===== src/rtl/btn_conditioner.sv =====
// Button conditioner: per-button two-flop synchronizer, counter-based debounce FSM,
// registered clean level plus single-cycle press/release pulses in the pixel-clock domain.
module btn_conditioner #(
    parameter int NUM_BTN         = 5,
    parameter int DEBOUNCE_CYCLES = 250000,
    parameter int CNT_W           = 18
) (
    input  logic               i_clk,
    input  logic               i_rst,
    input  logic [NUM_BTN-1:0] i_btn,
    output logic [NUM_BTN-1:0] o_level,
    output logic [NUM_BTN-1:0] o_press,
    output logic [NUM_BTN-1:0] o_release,
    output logic               o_any_press
);

    typedef enum logic [1:0] {
        IDLE       = 2'd0,
        CONF_PRESS = 2'd1,
        HELD       = 2'd2,
        CONF_REL   = 2'd3
    } state_t;

    localparam logic [CNT_W-1:0] CNT_LAST = CNT_W'(DEBOUNCE_CYCLES - 1);

    logic [NUM_BTN-1:0] sync1_r;
    logic [NUM_BTN-1:0] sync2_r;
    state_t             state_r [NUM_BTN];
    state_t             state_s [NUM_BTN];
    logic [CNT_W-1:0]   cnt_r   [NUM_BTN];
    logic [CNT_W-1:0]   cnt_s   [NUM_BTN];
    logic [NUM_BTN-1:0] level_s;
    logic [NUM_BTN-1:0] press_s;
    logic [NUM_BTN-1:0] release_s;

    // Two-flop synchronizer for the asynchronous button pins.
    always_ff @(posedge i_clk or negedge i_rst) begin
        if (!i_rst) begin
            sync1_r <= '0;
            sync2_r <= '0;
        end else begin
            sync1_r <= i_btn;
            sync2_r <= sync1_r;
        end
    end

    // Debounce next-state logic; a counter only advances while the input disagrees with the level.
    always_comb begin
        level_s   = o_level;
        press_s   = '0;
        release_s = '0;
        for (int i = 0; i < NUM_BTN; i++) begin
            state_s[i] = state_r[i];
            cnt_s[i]   = cnt_r[i];
            case (state_r[i])
                IDLE: begin
                    if (sync2_r[i]) begin
                        state_s[i] = CONF_PRESS;
                        cnt_s[i]   = '0;
                    end else begin
                        state_s[i] = IDLE;
                    end
                end
                CONF_PRESS: begin
                    if (!sync2_r[i]) begin
                        state_s[i] = IDLE;
                    end else if (cnt_r[i] == CNT_LAST) begin
                        state_s[i] = HELD;
                        level_s[i] = 1'b1;
                        press_s[i] = 1'b1;
                    end else begin
                        cnt_s[i] = cnt_r[i] + CNT_W'(1);
                    end
                end
                HELD: begin
                    if (!sync2_r[i]) begin
                        state_s[i] = CONF_REL;
                        cnt_s[i]   = '0;
                    end else begin
                        state_s[i] = HELD;
                    end
                end
                CONF_REL: begin
                    if (sync2_r[i]) begin
                        state_s[i] = HELD;
                    end else if (cnt_r[i] == CNT_LAST) begin
                        state_s[i]   = IDLE;
                        level_s[i]   = 1'b0;
                        release_s[i] = 1'b1;
                    end else begin
                        cnt_s[i] = cnt_r[i] + CNT_W'(1);
                    end
                end
                default: begin
                    state_s[i] = IDLE;
                    cnt_s[i]   = '0;
                    level_s[i] = 1'b0;
                end
            endcase
        end
    end

    // FSM state, counters and all registered outputs.
    always_ff @(posedge i_clk or negedge i_rst) begin
        if (!i_rst) begin
            for (int i = 0; i < NUM_BTN; i++) begin
                state_r[i] <= IDLE;
                cnt_r[i]   <= '0;
            end
            o_level     <= '0;
            o_press     <= '0;
            o_release   <= '0;
            o_any_press <= 1'b0;
        end else begin
            for (int i = 0; i < NUM_BTN; i++) begin
                state_r[i] <= state_s[i];
                cnt_r[i]   <= cnt_s[i];
            end
            o_level     <= level_s;
            o_press     <= press_s;
            o_release   <= release_s;
            o_any_press <= |press_s;
        end
    end

endmodule


===== config.mk =====
export PLATFORM = sky130hd
export DESIGN_NAME = btn_conditioner
export DESIGN_NICKNAME = d
export VERILOG_FILES = /design/src/rtl/btn_conditioner.sv
export SDC_FILE = /design/constraint.sdc
export NUM_CORES = 1
export LEC_CHECK = 0
export CORE_UTILIZATION = 30
export CTS_BUF_LIST = sky130_fd_sc_hd__clkbuf_4
export CTS_CLUSTER_SIZE = 40
export DETAILED_ROUTE_END_ITERATION = 8
export MAX_ROUTING_LAYER = met4
export SYNTH_ARGS = -nofsm -noshare
export SYNTH_HDL_FRONTEND = slang
export SYNTH_SLANG_ARGS = --single-unit

===== constraint.sdc =====
create_clock -name i_clk -period 2.85 [get_ports i_clk]
set_input_delay 0.4275 -clock i_clk [delete_from_list [all_inputs] [get_ports i_clk]]
set_output_delay 0.4275 -clock i_clk [all_outputs]
set_load 0.02 [all_outputs]

Yosys cells after proc, flatten, opt, wreduce, memory -nomap -nowiden
Cells that the tools add are included.
{ "totals": {"regBits": 126, "inputBits": 7, "out_inout_bits": 16, "elab_cells": 226} }
{ "op_classes": {"add_sub_neg": 5, "eq_ne": 60, "mux": 115, "reduce_logical": 26} }
{ "ops": {"columns": ["cell", "n"], "rows": [
  ["$mux 18", 25],
  ["$pmux 18 s4", 5],
  ["$add 18x1->18 const B", 5],
  ["$eq 18x18->1 const B", 5],
  ["$ne 2x2->1 const B", 30],
  ["$mux 1", 55],
  ["$mux 2", 20],
  ["$pmux 2 s4", 5],
  ["$ne 3x3->1 const B", 10],
  ["$reduce_and 5->1", 5],
  ["$eq 2x2->1 const B", 10],
  ["$reduce_and 4->1", 5],
  ["$eq 2x1->1 const B", 5],
  ["$logic_not 2->1", 5],
  ["$pmux 1 s2", 5],
  ["$reduce_and 2->1", 5],
  ["$reduce_bool 2->1", 5],
  ["$reduce_or 5->1", 1]
]} }

Longest topological paths before layout
Gate-level depths: netlist of run 1.
{ "logic_depth": {"word_depth": 5, "mapped_depth": 8, "ltp_nobuf": 8} }

Least setup slack after synthesis of run 1
OpenSTA, ideal clock, no wires.
{ "synth_path": {"path_type": "register to register", "start": "reg cnt_r[72] (netlist bit)", "end": "reg cnt_r[72] (netlist bit)", "setup_ns": 0.121, "arrival_time_ns": 1.887, "slack_ns": 0.842, "path_stages_with_launch": 8, "n_path_buf": 1, "cell_sequence": "dfrtp_1 > ha_1 > nand3_1 > or2_2 > nor3_1 > buf_2 > mux2_2 > a22o_1"} }
{ "synth_via": {"elab_chain_len": 4, "elab_cells_between_ends": 6, "cone_classes": "add/sub (1); eq/ne (1); mux (4)"} }
{ "synth_rtl": {"columns": ["item", "line_no", "text"], "rows": [
  ["start, declared", "30", "logic [CNT_W-1:0] cnt_r [NUM_BTN];"],
  ["start signal, assigned by index", "117", "cnt_r[i] <= cnt_s[i];"],
  ["$add 18x1->18 or $eq 18x18->1 (tied branches)", null, null],
  ["$mux 18 (*)", "67, 86", null],
  ["$mux 18 (on tied branches)", "84, 65", null],
  ["$pmux 18 s4 (*)", "55", "case (state_r[i])"]
]} }
Every way passes the cells marked *; elsewhere a longest branch is shown, timed or not. The select of a mux whose other input is x is not followed.
A chain may end at the register's enable or synchronous reset.

Worst setup path after layout of run 1
{ "layout_path": {"start": "reg cnt_r[18] (netlist bit)", "end": "reg cnt_r[34] (netlist bit)"} }
Same word-level chain as after synthesis.

==> impl.org, run 1 <==
** Clock network
- Clock buffers created by TritonCTS :: 17
- For this design, the sink count on the clock tree is 126.
- TritonCTS built the clock tree.
- In this run the number of H-tree levels came out at 4.
- Reg clk slew, reported paths :: 110 ps
- Master cell of the clock root buffer :: sky130_fd_sc_hd__clkbuf_4
- In this run, post-CTS repair resized a total of 0 instances.
- Clock insertion delay at the later pin of the skew report :: 560 ps
- After clock tree synthesis, the setup repair step added 0 buffers.
- Buffers inserted to repair hold after CTS numbered 1.
- Clock buffer depth :: 2

** Floorplanning
- Area of the core :: 20500 µm²
- Pin placement for this block handled 23 I/O pins.
- The die covers 21800 µm².
- Die span in x :: 148 µm
- Cell Rows :: 52
- In this run the vertical extent of the chip is 148 µm.
- The initial utilization of the core area, before any placement, comes to 31.0%.

** Cells and area
- Registers take 3150 µm².
- Relative area change from synthesis to final layout :: 13.6%
- Inserted Diodes :: 0
- Of the cells placed in the final design, the portion with a size suffix greater than 1 is 10.1%.
- At the end of the flow the core is filled with cells to 35.3%.
- Fill cells in the final layout number 2082.
- Multi-input logic area :: 3020 µm²
- Final nets :: 695

** STA
- For this run, the top clock speed supported by timing is 434 MHz.
- The smallest clock period supported by the final layout is computed as 2300 ps.
- Unrepaired setup endpoints after global routing :: no
- Setup violations remaining at the end of the flow were counted as 0.
- Largest clock skew in the final design :: 19.9 ps
- Portion of the clock cycle consumed by the worst path in the final layout :: 80.8%
- The number of hold violations in the final report came to 0.
- For the final routed database, the setup TNS stands at 0 ps.
- Measured against its own limit, the worst slew margin works out to 39.9%.
- The max-slew violation count came to 0.
- For the pin with the worst max-slew slack, the measured transition is 902 ps.

** Global route
- Global routing used 13.3% of the available tracks.
- Antenna violations before repair :: 0
- Entering global routing, the biggest net connects 82 pins.
- The total overflow left after global routing is 0.
- First-pass GRT wire length :: 22800 µm
- The number of global-route vias before repair is 4652.

** Setup path
- Stage delay of the slowest cell on the critical path :: 520 ps
- At the worst endpoint, the arrival time is 2750 ps.
- Along the worst path, the maximum fanout reaches 22.
- STA classifies the critical path startpoint as a flip-flop.
- Type of the setup path with the least slack :: reg -> reg
- The critical path goes through ha_1 -> nand3_1 -> nor4_2 -> a21oi_2 -> and3_1 -> a211o_1.
- Worst reg2reg path depth :: 6
- In this run the critical register-to-register path is launched from cnt_r[18].
- STA classifies the critical path endpoint as a flip-flop.
- At the worst endpoint, the required time is 3290 ps.
- The slowest stage of the critical path belongs to the cell sky130_fd_sc_hd__nor4_2.
- The endpoint identified for the worst register-to-register timing path is cnt_r[34].
- The worst register-to-register path has a setup slack of 550 ps.

** Power and ir drop
- Leak :: 3.05 nW
- Power spread over the standard cell area amounts to 496 nW/µm².
- Worst ir drop on vdd :: 0.353 mV

** Routing
- Top routing layer in use :: met4
- The first detailed-routing pass took 4 iterations.
- In the final routed layout, each cell accounts on average for 13.6 µm.
- In the final routing, the length of wire on met1 measures 6780 µm.
- Starting DRT DRC Count :: 282
- In this run the remaining antenna-violating nets after routing total 0.
- Met2 wire length :: 5750 µm
- Number of remaining DRC errors :: 0
- Using the TritonRoute via totals, the vias-per-cell ratio works out to 5.04.
- Summed over all nets, wire length on met3 after detailed routing comes to 472 µm.
- Routed Wire Length :: 13100 µm
- Summing over every cut layer, the via total after detailed routing is 4871.

** Worst hold path
- The min-delay analysis places its worst path in the category in -> reg.
- The path with the worst hold slack has its endpoint at sync1_r[3].
- Beginning of the worst hold path :: i_btn[3]
- Along the worst hold path, the cell count comes to 1.

** Yosys
- For this run, the leading register cell type out of synthesis is sky130_fd_sc_hd__dfrtp_1.
- Counting flops and latches in the post-synthesis netlist gives 126.
- Library cells used by synthesis :: 64
- Gate count after technology mapping :: 657
- Counting flops with a built-in enable in the synthesized netlist gives 0.
- Post-synthesis net count :: 669
- After synthesis the cells add up to 6360 µm².
- The Yosys step of the flow raised 0 warnings.
- For this run, asynchronously set or reset flops after synthesis account for 100%.
- A synthesized cell averages 9.68 µm².
- After synthesis, flip-flops and latches occupy 49.6% of the total area.

** Status
- Run status :: complete, no violations

** Placed design
- Number of port buffers :: 22
- Routability-driven placement congestion ratio :: 0.805
- Post-detail-place hpwl :: 8720 µm

** Run
- Maximum Capacitance Violations :: 0
layer usage:
| layer | up-vias | track usage (%) |
|---|---|---|
| li1 | 2450 | - |
| met1 | 2339 | 18.3 |
| met2 | 69 | 19.0 |
| met3 | 13 | 3.89 |
| met4 | 0 | 3.51 |
| met5 | - | - |
flip-flops by register name, indices dropped and copies added, names as in the netlist, named ones only:
name / flops
state_r: 5
sync2_r: 5
sync1_r: 5
o_any_press: 1
o_level: 5
o_release: 5
cnt_r: 90
o_press: 5
worst max-delay path: cells and delay by family, from the launching register on:
family / cells / cell delay, ps
AOI/OAI and AO/OA: 2 / 630
adders and majority gates: 1 / 230
DFF: 1 / 420
and+or+nand+nor: 3 / 910
cell type report:
| type | instances | area share (%) |
|---|---|---|
| clock inverters | 14 | 2.99 |
| inverters | 18 | 0.969 |
| flip-flops and latches | 126 | 43.6 |
| multi-input cells | 488 | 41.7 |
| clock buffers | 18 | 1.87 |
| well taps | 270 | 4.67 |
| repair buffers | 32 | 4.14 |
per-stage QoR:
stage	instance area (µm²)	total power, mW	hold WS [ps]	setup slack [ps]	cells
floorplan	6360	2.03	132	842	657
global placement	6870	2.11	334	674	933
detailed placement	6870	2.11	335	577	933
finish	7230	3.59	304	548	966
global route	7230	3.76	243	380	966
CTS	7230	3.64	263	562	966
report_power, final:
| group | leakage (nW) | internal [mW] | switching (mW) |
|---|---|---|---|
| Combinational | 1.16 | 0.0661 | 0.117 |
| Clock | 0.176 | 0.794 | 0.716 |
| Sequential | 1.71 | 1.83 | 0.0650 |
| Total | 3.05 | 2.69 | 0.898 |
cell usage in the layout (no fill, tap or decap), types with 4 or more instances in the layout:
master,Yosys,final
sky130_fd_sc_hd__and4_1,4,4
sky130_fd_sc_hd__mux2_2,10,10
sky130_fd_sc_hd__nand3_1,42,42
sky130_fd_sc_hd__mux2i_1,10,10
sky130_fd_sc_hd__ha_1,5,5
sky130_fd_sc_hd__a21oi_1,27,27
sky130_fd_sc_hd__dfrtp_1,126,126
sky130_fd_sc_hd__or3_1,5,5
sky130_fd_sc_hd__o22ai_1,4,4
sky130_fd_sc_hd__nand4b_1,4,4
sky130_fd_sc_hd__inv_1,17,17
sky130_fd_sc_hd__a22o_1,17,17
sky130_fd_sc_hd__bufinv_16,0,5
sky130_fd_sc_hd__xor2_1,23,23
sky130_fd_sc_hd__nand4_1,14,14
sky130_fd_sc_hd__nor4_1,14,14
sky130_fd_sc_hd__o21ai_0,42,42
sky130_fd_sc_hd__xnor2_1,13,12
sky130_fd_sc_hd__nor2_1,64,64
sky130_fd_sc_hd__nand2_1,68,68
sky130_fd_sc_hd__buf_4,0,9
sky130_fd_sc_hd__a31oi_1,13,13
sky130_fd_sc_hd__nor3b_1,9,9
sky130_fd_sc_hd__or4_1,5,5
sky130_fd_sc_hd__a41oi_1,4,4
sky130_fd_sc_hd__nor3_1,18,18
sky130_fd_sc_hd__clkdlybuf4s50_1,0,21
sky130_fd_sc_hd__clkbuf_4,0,18
sky130_fd_sc_hd__and3_1,21,21
logic make-up after synthesis:
kind of cell / Yosys count / synth area share (%)
simple gates: 290 / 23.9
flops: 126 / 49.6
mux: 20 / 3.34
xor+xnor: 36 / 4.96
fa+ha+maj: 5 / 0.983
compound gates: 137 / 14.1
buf+inv: 43 / 3.13
how the worst max path moves through the flow:
stage / to / startpoint / cells past startpoint
2_1_floorplan: cnt_r[72] / cnt_r[72] / 7
3_3_place_gp: cnt_r[34] / cnt_r[28] / 5
3_5_place_dp: cnt_r[34] / cnt_r[18] / 6
4_1_cts: cnt_r[34] / cnt_r[18] / 6
5_1_grt: cnt_r[34] / cnt_r[18] / 6
6_report: cnt_r[34] / cnt_r[18] / 6
cells in the mapped netlist, types with 14 or more instances:
| cell type | instances | area [µm²] |
|---|---|---|
| sky130_fd_sc_hd__dfrtp_1 | 126 | 3150 |
| sky130_fd_sc_hd__nand2_1 | 68 | 255 |
| sky130_fd_sc_hd__nor2_1 | 64 | 240 |
| sky130_fd_sc_hd__nand3_1 | 42 | 210 |
| sky130_fd_sc_hd__o21ai_0 | 42 | 210 |
| sky130_fd_sc_hd__a21oi_1 | 27 | 135 |
| sky130_fd_sc_hd__xor2_1 | 23 | 201 |
| sky130_fd_sc_hd__and3_1 | 21 | 131 |
| sky130_fd_sc_hd__nor3_1 | 18 | 90.1 |
| sky130_fd_sc_hd__a22o_1 | 17 | 149 |
| sky130_fd_sc_hd__clkbuf_1 | 17 | 63.8 |
| sky130_fd_sc_hd__inv_1 | 17 | 63.8 |
| sky130_fd_sc_hd__nand4_1 | 14 | 87.6 |
| sky130_fd_sc_hd__nor4_1 | 14 | 87.6 |
Power figures use the tool's default switching activity.
==> run 2: changes to the inputs <==
- clock period: 2.85 -> 1.9 ns (I/O delays scaled with it)
==> run 2 against run 1 <==
Compared with the run above: the run now ends with setup timing left; via count grew 8.4%; routed wire length up 6.0%; non-clock buffer count up 85; register-to-register slack lost 570 ps; critical path type unchanged; sequential share of layout area down 4.1 points; worst hold slack worse by 120 ps; setup slack got worse by 570 ps; combinational power increased by 130%.
==> impl.org, run 2 (synthesis gave the netlist of run 1 again) <==
** Floorplanning
- Number of top-level pins :: 23 (unchanged)
- The vertical extent of the die came to 148 µm (unchanged).
- Die span in x :: 148 µm (unchanged)
- Area of the core :: 20500 µm² (unchanged)
- Initial standard-cell utilization of the core :: 31.0% (unchanged)
- The area of the die was 21800 µm² (unchanged).
- Cell Rows :: 52 (unchanged)

** Setup path
- In this run the critical register-to-register path is captured at cnt_r[34].
- Critical path required time :: 2330 ps (-960 ps)
- Arrival time reported for the critical path endpoint :: 2360 ps (-390 ps)
- The setup path with the least slack is of type reg -> reg.
- STA classifies the critical path startpoint as a flip-flop.
- The number of cells on the worst reg-to-reg path is 6 (unchanged).
- For this design, the slowest cell found on the critical path is sky130_fd_sc_hd__or4b_4.
- The maximum net fanout on the critical path was 6 (-73%).
- STA classifies the critical path endpoint as a flip-flop.
- The buffer and inverter count on the worst path came to 1 (+1).
- The minimum setup slack among reg-to-reg paths was -30 ps (-570 ps).
- Grouping stages by cell kind, the critical path spends the most delay in simple AND/OR/NAND/NOR gates.
- Cell Chain, Critical Path :: or4b_4 -> nor4_4 -> buf_4 -> a21o_2 -> nor3_1 -> a211o_1
- Startpoint of the worst-slack reg-to-reg timing path :: cnt_r[29]
- The largest stage delay on the critical path is 550 ps (+30 ps).

** STA
- Slew at the pin with the worst max-slew slack :: 708 ps (-194 ps)
- The max-slew violation count was 0 (unchanged).
- Setup TNS :: -48.0 ps (-48.0 ps)
- The count of endpoints failing setup in the final report was 2 (+2).
- Relative slew margins :: 52.6% (+13 points)
- Fmax :: 519 MHz (+20%)
- The number of hold violations in the final report is 0 (unchanged).
- The post-route clock period utilization is 101% (+21 points).
- Largest clock skew in the final design :: 17.3 ps (-2.58 ps)
- Setup repair after global routing could not meet its margin everywhere.
- Crit path time final :: 1930 ps (-377 ps)
- Fin worst setup slack :: -25.8 ps (-573 ps)

** Global route
- The number of antenna violations at the first check in global routing is 0 (unchanged).
- Pin count of the biggest net entering global routing :: 50 (-39%)
- The residual overflow from global routing is 0 (unchanged).
- First-pass GRT wire length :: 23700 µm (+4.0%)
- Via count of the first global-routing pass :: 4974 (+6.9%)
- Tot GR Track Use :: 13.8% (+0.48 points)

** Worst hold path
- In this run the worst hold path is classified as in -> reg.
- The worst hold path cell count came to 1 (unchanged).
- The startpoint identified for the worst hold timing path is i_btn[3].
- Worst Hold Path EP :: sync1_r[3]

** Cells and area
- Max FFs per register :: 90 (unchanged)
- Multi-input logic area :: 3190 µm² (+5.8%)
- The library cell used most frequently in the layout, excluding fill and tap cells, is sky130_fd_sc_hd__dfrtp_1.
- Area occupied by registers :: 3150 µm² (about the same)
- The filler cell count in the final layout is 2037 (-2.2%).
- Final nets :: 780 (+12%)
- In the layout the commonest cells are sky130_fd_sc_hd__dfrtp_1 (125), sky130_fd_sc_hd__buf_4 (88), sky130_fd_sc_hd__nand2_1 (67).
- Ratio of cells with drive above 1 in the final layout :: 22.9% (+13 points)
- Inserted Diodes :: 0 (unchanged)
- Relative area change from synthesis to final layout :: 25.3%
- Top register by number of flip-flops :: cnt_r

** Placed design
- The placer congestion estimate is 0.815 (+1.3%).
- Post-detail-place hpwl :: 9350 µm (+7.2%)
- Number of port buffers :: 22 (unchanged)

** Clock network
- The worst-skew pair later-pin latency is 540 ps (-20 ps).
- The clock net sink count came to 126 (unchanged).
- The clock-pin slew on the worst setup and hold paths was 110 ps (about the same).
- CTS H-tree lvls :: 4 (unchanged)
- The buffer depth of the longest clock path is 2 (unchanged).
- In this run the clock root is driven by a sky130_fd_sc_hd__clkbuf_4.
- TritonCTS clock tree :: built
- The total CTS buffers came to 17 (unchanged).

** Routing
- The residual antenna-violating net count after detailed routing was 0 (unchanged).
- Starting DRT DRC Count :: 342 (+21%)
- Routed Wire Length :: 13900 µm (+6.0%)
- Routed wire per std cell :: 13.2 µm (-2.5%)
- The DRC violation count after routing came to 0 (unchanged).
- Initial DRT Pass Iterations :: 5 (+1)
- Via-per-instance ratio :: 5.03 (-0.29%)
- Vias post-DR :: 5279 (+8.4%)

** Power and ir drop
- P per Cell Area :: 607 nW/µm² (+22%)
- Worst ir drop on vdd :: 0.332 mV (-5.9%)
- The leakage power is 3.56 nW (+17%).
- Total Power :: 4.84 mW (+35%)

** Run
- Maximum Capacitance Violations :: 0 (unchanged)

** Status
- Run status :: finished, violations left
- The final reports fail on setup timing.
run 2: cell type report:
cell class                 count  area share [%]
clock buffer                  20            1.88
clock inverter                11           0.957
sequential                   126            39.6
inverter                      18           0.942
timing repair buffer         117            12.4
multi-input combinational    488            40.1
tap                          270            4.24
run 2: worst max path at each step:
| stage | end | startpoint | slack, ps | depth (start not counted) |
|---|---|---|---|---|
| 3_3_place_gp | cnt_r[28] | cnt_r[29] | 4 | 8 |
| 3_5_place_dp | cnt_r[64] | cnt_r[55] | -20 | 5 |
| 6_report | cnt_r[34] | cnt_r[29] | -30 | 6 |
| 4_1_cts | cnt_r[28] | cnt_r[29] | -4 | 8 |
| 2_1_floorplan | cnt_r[19] | cnt_r[28] | -70 | 7 |
| 5_1_grt | cnt_r[34] | cnt_r[29] | -100 | 6 |
run 2: per-layer routing:
| layer | wire [µm] | track usage, % |
|---|---|---|
| met5 | 0 | - |
| met2 | 6260 | 20.0 |
| met1 | 7010 | 19.0 |
| met4 | 114 | 3.71 |
| met3 | 527 | 3.67 |
run 2: per-stage QoR:
stage | setup WS, ps | cell area (µm²) | hold slack (ps) | cells | utilization (%)
finish | -25.8 | 7970 | 184 | 1050 | 38.9
global route | -101 | 7970 | 133 | 1050 | 38.9
CTS | -4.49 | 7710 | 132 | 1040 | 37.6
detailed placement | -23.3 | 7450 | 273 | 1007 | 36.4
global placement | 3.91 | 7450 | 275 | 1007 | 36.4
floorplan | -68.6 | 6370 | -10.6 | 657 | -
run 2: power by group:
group	internal [mW]	switching (mW)	total (mW)
Combinational	0.178	0.241	0.419
Clock	0.654	0.967	1.62
Sequential	2.74	0.0576	2.80
run 2: repair_timing:
action	4_1_cts	5_1_grt
gates cloned	0	1
endpoints found under the hold margin	46	0
gates resized for setup	4	45
buffers inserted	1	9
hold buffers	1	0
pin swaps	0	20
setup endpoints to repair	9	49
